--- src/rtl/time_entry_loader.sv ---
// Keypad entry buffer and load/tick sequencer for a four-digit mm:ss BCD down-counter chain.
// Optional door interlock and PAUSE state are enabled by defining DOOR_INTERLOCK_EN.
module time_entry_loader #(
    parameter int TICK_DIV    = 50_000_000,
    parameter int LOAD_CYCLES = 2
) (
    input  logic        clk,
    input  logic        clr,
    input  logic        key_valid,
    input  logic [3:0]  key_code,
    input  logic        start,
    input  logic        cancel,
    input  logic        count_zero,
`ifdef DOOR_INTERLOCK_EN
    input  logic        door_open,
`endif
    output logic [15:0] entry,
    output logic [15:0] load_data,
    output logic        loadn,
    output logic        en,
    output logic        running,
    output logic        done,
    output logic        err
);

    // state | meaning
    // IDLE  | collecting keypad digits, waiting for start
    // LOAD  | loadn held low, load_data presented to the counters
    // RUN   | dividing clk down to one-cycle en ticks
    // DONE  | counters reached zero, waiting for any key/start/cancel
    // PAUSE | door opened during RUN, tick count frozen (interlock builds only)
    localparam logic [2:0] S_IDLE  = 3'd0;
    localparam logic [2:0] S_LOAD  = 3'd1;
    localparam logic [2:0] S_RUN   = 3'd2;
    localparam logic [2:0] S_DONE  = 3'd3;
`ifdef DOOR_INTERLOCK_EN
    localparam logic [2:0] S_PAUSE = 3'd4;
`endif

    localparam int TW = (TICK_DIV > 2) ? $clog2(TICK_DIV) : 1;
    localparam int LW = (LOAD_CYCLES > 1) ? $clog2(LOAD_CYCLES) : 1;
    localparam logic [TW-1:0] TICK_LAST = TW'(TICK_DIV - 1);
    localparam logic [LW-1:0] LOAD_INIT = LW'(LOAD_CYCLES - 1);

    logic [2:0]    state;
    logic [TW-1:0] tick_cnt;
    logic [LW-1:0] load_cnt;
    logic          entry_ok;

    assign entry_ok = (entry != 16'h0000) && (entry[7:4] <= 4'd5);

    always_ff @(posedge clk or posedge clr) begin
        if (clr) begin
            state     <= S_IDLE;
            entry     <= 16'h0000;
            load_data <= 16'h0000;
            loadn     <= 1'b1;
            en        <= 1'b0;
            running   <= 1'b0;
            done      <= 1'b0;
            err       <= 1'b0;
            tick_cnt  <= '0;
            load_cnt  <= '0;
        end else begin
            err <= 1'b0;
            en  <= 1'b0;
            // running is high exactly in LOAD/RUN/PAUSE, so it doubles as the abort qualifier
            if (cancel && running) begin
                state    <= S_IDLE;
                entry    <= 16'h0000;
                loadn    <= 1'b1;
                running  <= 1'b0;
                tick_cnt <= '0;
            end else begin
                case (state)
                    S_IDLE: begin
                        if (cancel) begin
                            entry <= 16'h0000;
                        end else if (start) begin
`ifdef DOOR_INTERLOCK_EN
                            if (door_open || !entry_ok) begin
`else
                            if (!entry_ok) begin
`endif
                                err <= 1'b1;
                            end else begin
                                load_data <= entry;
                                loadn     <= 1'b0;
                                load_cnt  <= LOAD_INIT;
                                running   <= 1'b1;
                                state     <= S_LOAD;
                            end
                        end else if (key_valid && (key_code <= 4'd9)) begin
                            entry <= {entry[11:0], key_code};
                        end
                    end
                    S_LOAD: begin
                        if (load_cnt == '0) begin
                            loadn    <= 1'b1;
                            tick_cnt <= '0;
                            state    <= S_RUN;
                        end else begin
                            load_cnt <= load_cnt - 1'b1;
                        end
                    end
                    S_RUN: begin
`ifdef DOOR_INTERLOCK_EN
                        if (door_open) begin
                            state <= S_PAUSE;
                        end else
`endif
                        if (tick_cnt == TICK_LAST) begin
                            tick_cnt <= '0;
                            if (count_zero) begin
                                running <= 1'b0;
                                done    <= 1'b1;
                                state   <= S_DONE;
                            end else begin
                                en <= 1'b1;
                            end
                        end else begin
                            tick_cnt <= tick_cnt + 1'b1;
                        end
                    end
`ifdef DOOR_INTERLOCK_EN
                    S_PAUSE: begin
                        if (start) begin
                            if (door_open) begin
                                err <= 1'b1;
                            end else begin
                                state <= S_RUN;
                            end
                        end
                    end
`endif
                    S_DONE: begin
                        if (cancel || start || key_valid) begin
                            done  <= 1'b0;
                            entry <= 16'h0000;
                            state <= S_IDLE;
                        end
                    end
                    default: begin
                        state   <= S_IDLE;
                        loadn   <= 1'b1;
                        running <= 1'b0;
                        done    <= 1'b0;
                    end
                endcase
            end
        end
    end

endmodule

--- config.mk ---
export PLATFORM = sky130hd
export DESIGN_NAME = time_entry_loader
export DESIGN_NICKNAME = d
export VERILOG_FILES = /design/src/rtl/time_entry_loader.sv
export SDC_FILE = /design/constraint.sdc
export NUM_CORES = 1
export LEC_CHECK = 0
export BUFFER_PORTS_ARGS = -buffer_cell sky130_fd_sc_hd__buf_4
export CAP_MARGIN = 15
export CORE_UTILIZATION = 45
export CTS_CLUSTER_SIZE = 16
export DETAILED_ROUTE_END_ITERATION = 8
export HOLD_SLACK_MARGIN = 0.03
export PLACE_DENSITY = 0.62
export REMOVE_ABC_BUFFERS = 1
export SYNTH_ARGS = -nofsm -noshare
export SYNTH_HDL_FRONTEND = slang
export SYNTH_SLANG_ARGS = --single-unit
--- constraint.sdc ---
create_clock -name clk -period 3 [get_ports clk]
set_input_delay 0.3 -clock clk [delete_from_list [all_inputs] [get_ports clk]]
set_output_delay 0.3 -clock clk [all_outputs]
set_load 0.05 [all_outputs]
==> run metrics <==
Post-synth EDFFs 0; Worst Path Required 3.28 ns; worst hold path type primary input to asynchronous set/reset pin; Net Sw Frac 0.440; Initial DRT Pass Iterations 4; simple-gate portion of the synthesized area 0.236; DRT Wirelength 7270 um; Adder-Cell Fraction of Synth Area 0.0190; share of synthesized flip-flops with an asynchronous set or reset 1.00; most common cell after layout, fill and taps aside dfrtp_1; CP Capture Type flip-flop; largest family of logic cells by synthesized area simple AND/OR/NAND/NOR gates; Peak VDD IR ~0.0006 V; clk sink count 66; RSZ-0062 raised after global routing false; fin crit period approximately 2.4 ns; fmax around 400 MHz; placed cells about 470; row count 30; Max FO, Critical Path 12; Syn Area/Cell 9.72 um2; TritonCTS clock tree done; top_reg_cell synth dfrtp_1; clk_lat worst skew 0.35 ns; Finished Layout Cells between 400 and 500; post-synthesis sequential area ratio 0.503; # IOs 47; # Max-Cap Violations 0; vias per cell approximately 5.3; layout cells sized above 1 0.201; Root Driver clkbuf_8; Switch Pwr between 1500 and 2000 uW; Worst setup SP type flip-flop; Post-CTS Hold Fix Bufs 0; Synth Register Bits 66; first-pass GRT wire length approximately 12000 um; gp weighted congestion 0.758; final setup margin around 0.56 ns; Worst-path clk slew 0.08 ns; leakage roughly 0.0018 uW; Final Setup Violations 0; Clk pwr share 0.243; synthesized cell area between 0.003 and 0.004 mm2; DR WL/cell between 10 and 15 um; Iter 0 DRT Violations 103; Post-Synth XOR/XNOR Area 0.0480; chip width around 87 um; DP HPWL about 5000 um; area growth from synthesis to layout 22.3%; CP cell instances inv_1 -> ha_1 -> or2_2 -> a21oi_1 -> or3_4 -> o21ai_0 -> a21oi_1; H-tree Lvls 3; Slew @ Worst Pin ~0.94 ns; gr usage total 0.205; commonest non-fill, non-tap cells in the layout dfrtp_1 (65), buf_4 (51), nand2_1 (49), nor2_1 (27), o21ai_0 (23); Worst path max stage delay ~0.75 ns; final hold violation count 0; crit path kind flip-flop to flip-flop; initial antenna violation count 0; Starting Density 0.476; via count 2576; reg2reg setup slack between 0.5 and 0.6 ns; Cells after Synth roughly 340; Cell Int Power roughly 2400 uW; Die ar. about 0.0076 mm2; IO buf count 46; vias in the first global route roughly 2500; post-CTS setup buffers 0; final antenna-violating net count 0; crit-path most repeated cell a21oi_1; post-CTS sizing 0; Fillers roughly 660; share of power burned in registers 0.300; clock skew between 0.006 and 0.007 ns; mux cell area share after synthesis 0.0522; detailed-route DRC error count 0; Worst path slowest cell a21oi_1; CP arrival 2.71 ns; TritonCTS buffer count 9; Ys Warns 0; Final Power about 4200 uW; Synth cell types 53; Final Slew Violations 0; largest net degree at the start of global routing 36; clk buf depth 2; Comb pwr share 0.457; worst slack, placed roughly 0.58 ns; Die Ht approximately 87 um; Max-slew headroom 0.377; ANT cells 0; TNS Setup 0 ns; number of nets in the layout about 400; core area 0.00691 mm2; complex-gate fraction of the synthesized area 0.0971; PwrDens approximately 1100 mW/mm2; grt ovf 0; status finished, final reports clean; Final period util 0.812
-- cell type report --
class	count	area, um2	share of cell area
Clock buffer	10	138	0.0343
Inverter	21	78.8	0.0196
Timing Repair Buffer	52	403	0.100
Clock inverter	6	138	0.0343
Tap cell	96	120	0.0299
Multi-Input combinational cell	238	1490	0.370
Sequential cell	66	1650	0.411
-- worst max-delay path: cells and delay by family, from the launching register on --
kind            cells  cell delay, ns
fa+ha+maj           1            0.28
flops               1            0.40
compound gates      3            0.96
buf+inv             1            0.08
simple gates        2            0.64
-- final timing paths --
kind                                    start             to  cells after the start
max in group asynchronous                 clr    tick_cnt[5]                      3
worst max-delay path                 state[0]   tick_cnt[19]                      7
min in group clk                  key_code[0]       entry[0]                      3
worst min-delay path                      clr   load_data[7]                      2
worst max register to register       state[0]   tick_cnt[19]                      7
worst min register to register  load_data[12]  load_data[12]                      2
-- metal layers --
metal	GRT usage	wire length, um
met3	0.0521	299
met2	0.327	3470
met5	0	0
met4	0.0820	87
met1	0.266	3410
-- synthesized netlist by cell type, drive strengths merged, types with 2 or more instances --
cell | instances | area (um2)
a21oi | 13 | 65.1
nor3 | 2 | 10.0
inv | 21 | 78.8
o21ai | 24 | 120
nand2 | 49 | 184
mux2i | 16 | 160
and4 | 5 | 48.8
o211ai | 2 | 15.0
xnor2 | 11 | 96.3
clkbuf | 5 | 18.8
and2 | 7 | 45.1
nor4b | 4 | 35.0
nor4 | 9 | 56.3
dfrtp | 65 | 1630
or3 | 6 | 42.5
a41oi | 2 | 17.5
nand4 | 7 | 65.1
o2bb2ai | 2 | 17.5
and3 | 6 | 37.5
buf | 8 | 47.5
nand3 | 13 | 65.1
ha | 5 | 62.6
xor2 | 7 | 61.3
nor2 | 27 | 101
-- flip-flops by register name (all words and copies together), names as in the netlist --
register / count
tick_cnt: 26
entry: 16
load_data: 16
state: 2
done: 1
en: 1
err: 1
load_cnt: 1
loadn: 1
running: 1
-- kinds of logic (layout without fill, tap and decap cells) --
logic type | after synthesis | in the layout
multiplexers | 17 | 17
XOR/XNOR | 18 | 18
AO/OA/AOI/OAI | 53 | 53
AND/OR/NAND/NOR | 145 | 145
flip-flops | 66 | 66
buffers and inverters | 34 | 89
adder cells (fa/ha/maj) | 5 | 5
-- metrics by stage --
stage	hold WS, ns	util	area, um2
after CTS	0.0779	0.582	4020
final	0.0588	0.582	4020
after global placement	0.463	0.542	3740
after floorplan	0.438	-	3220
after detailed placement	0.459	0.542	3740
after global routing	0.123	0.582	4020
-- power by group through the flow --
stage,clock (uW),sequential (uW),combinational [uW]
after floorplan,0,1810,802
after global placement,0,1280,1910
after detailed placement,0,1280,1940
after CTS,1040,1270,1950
after global routing,1080,1290,2070
final,1020,1270,1930
(Power assumes the default switching activity.)
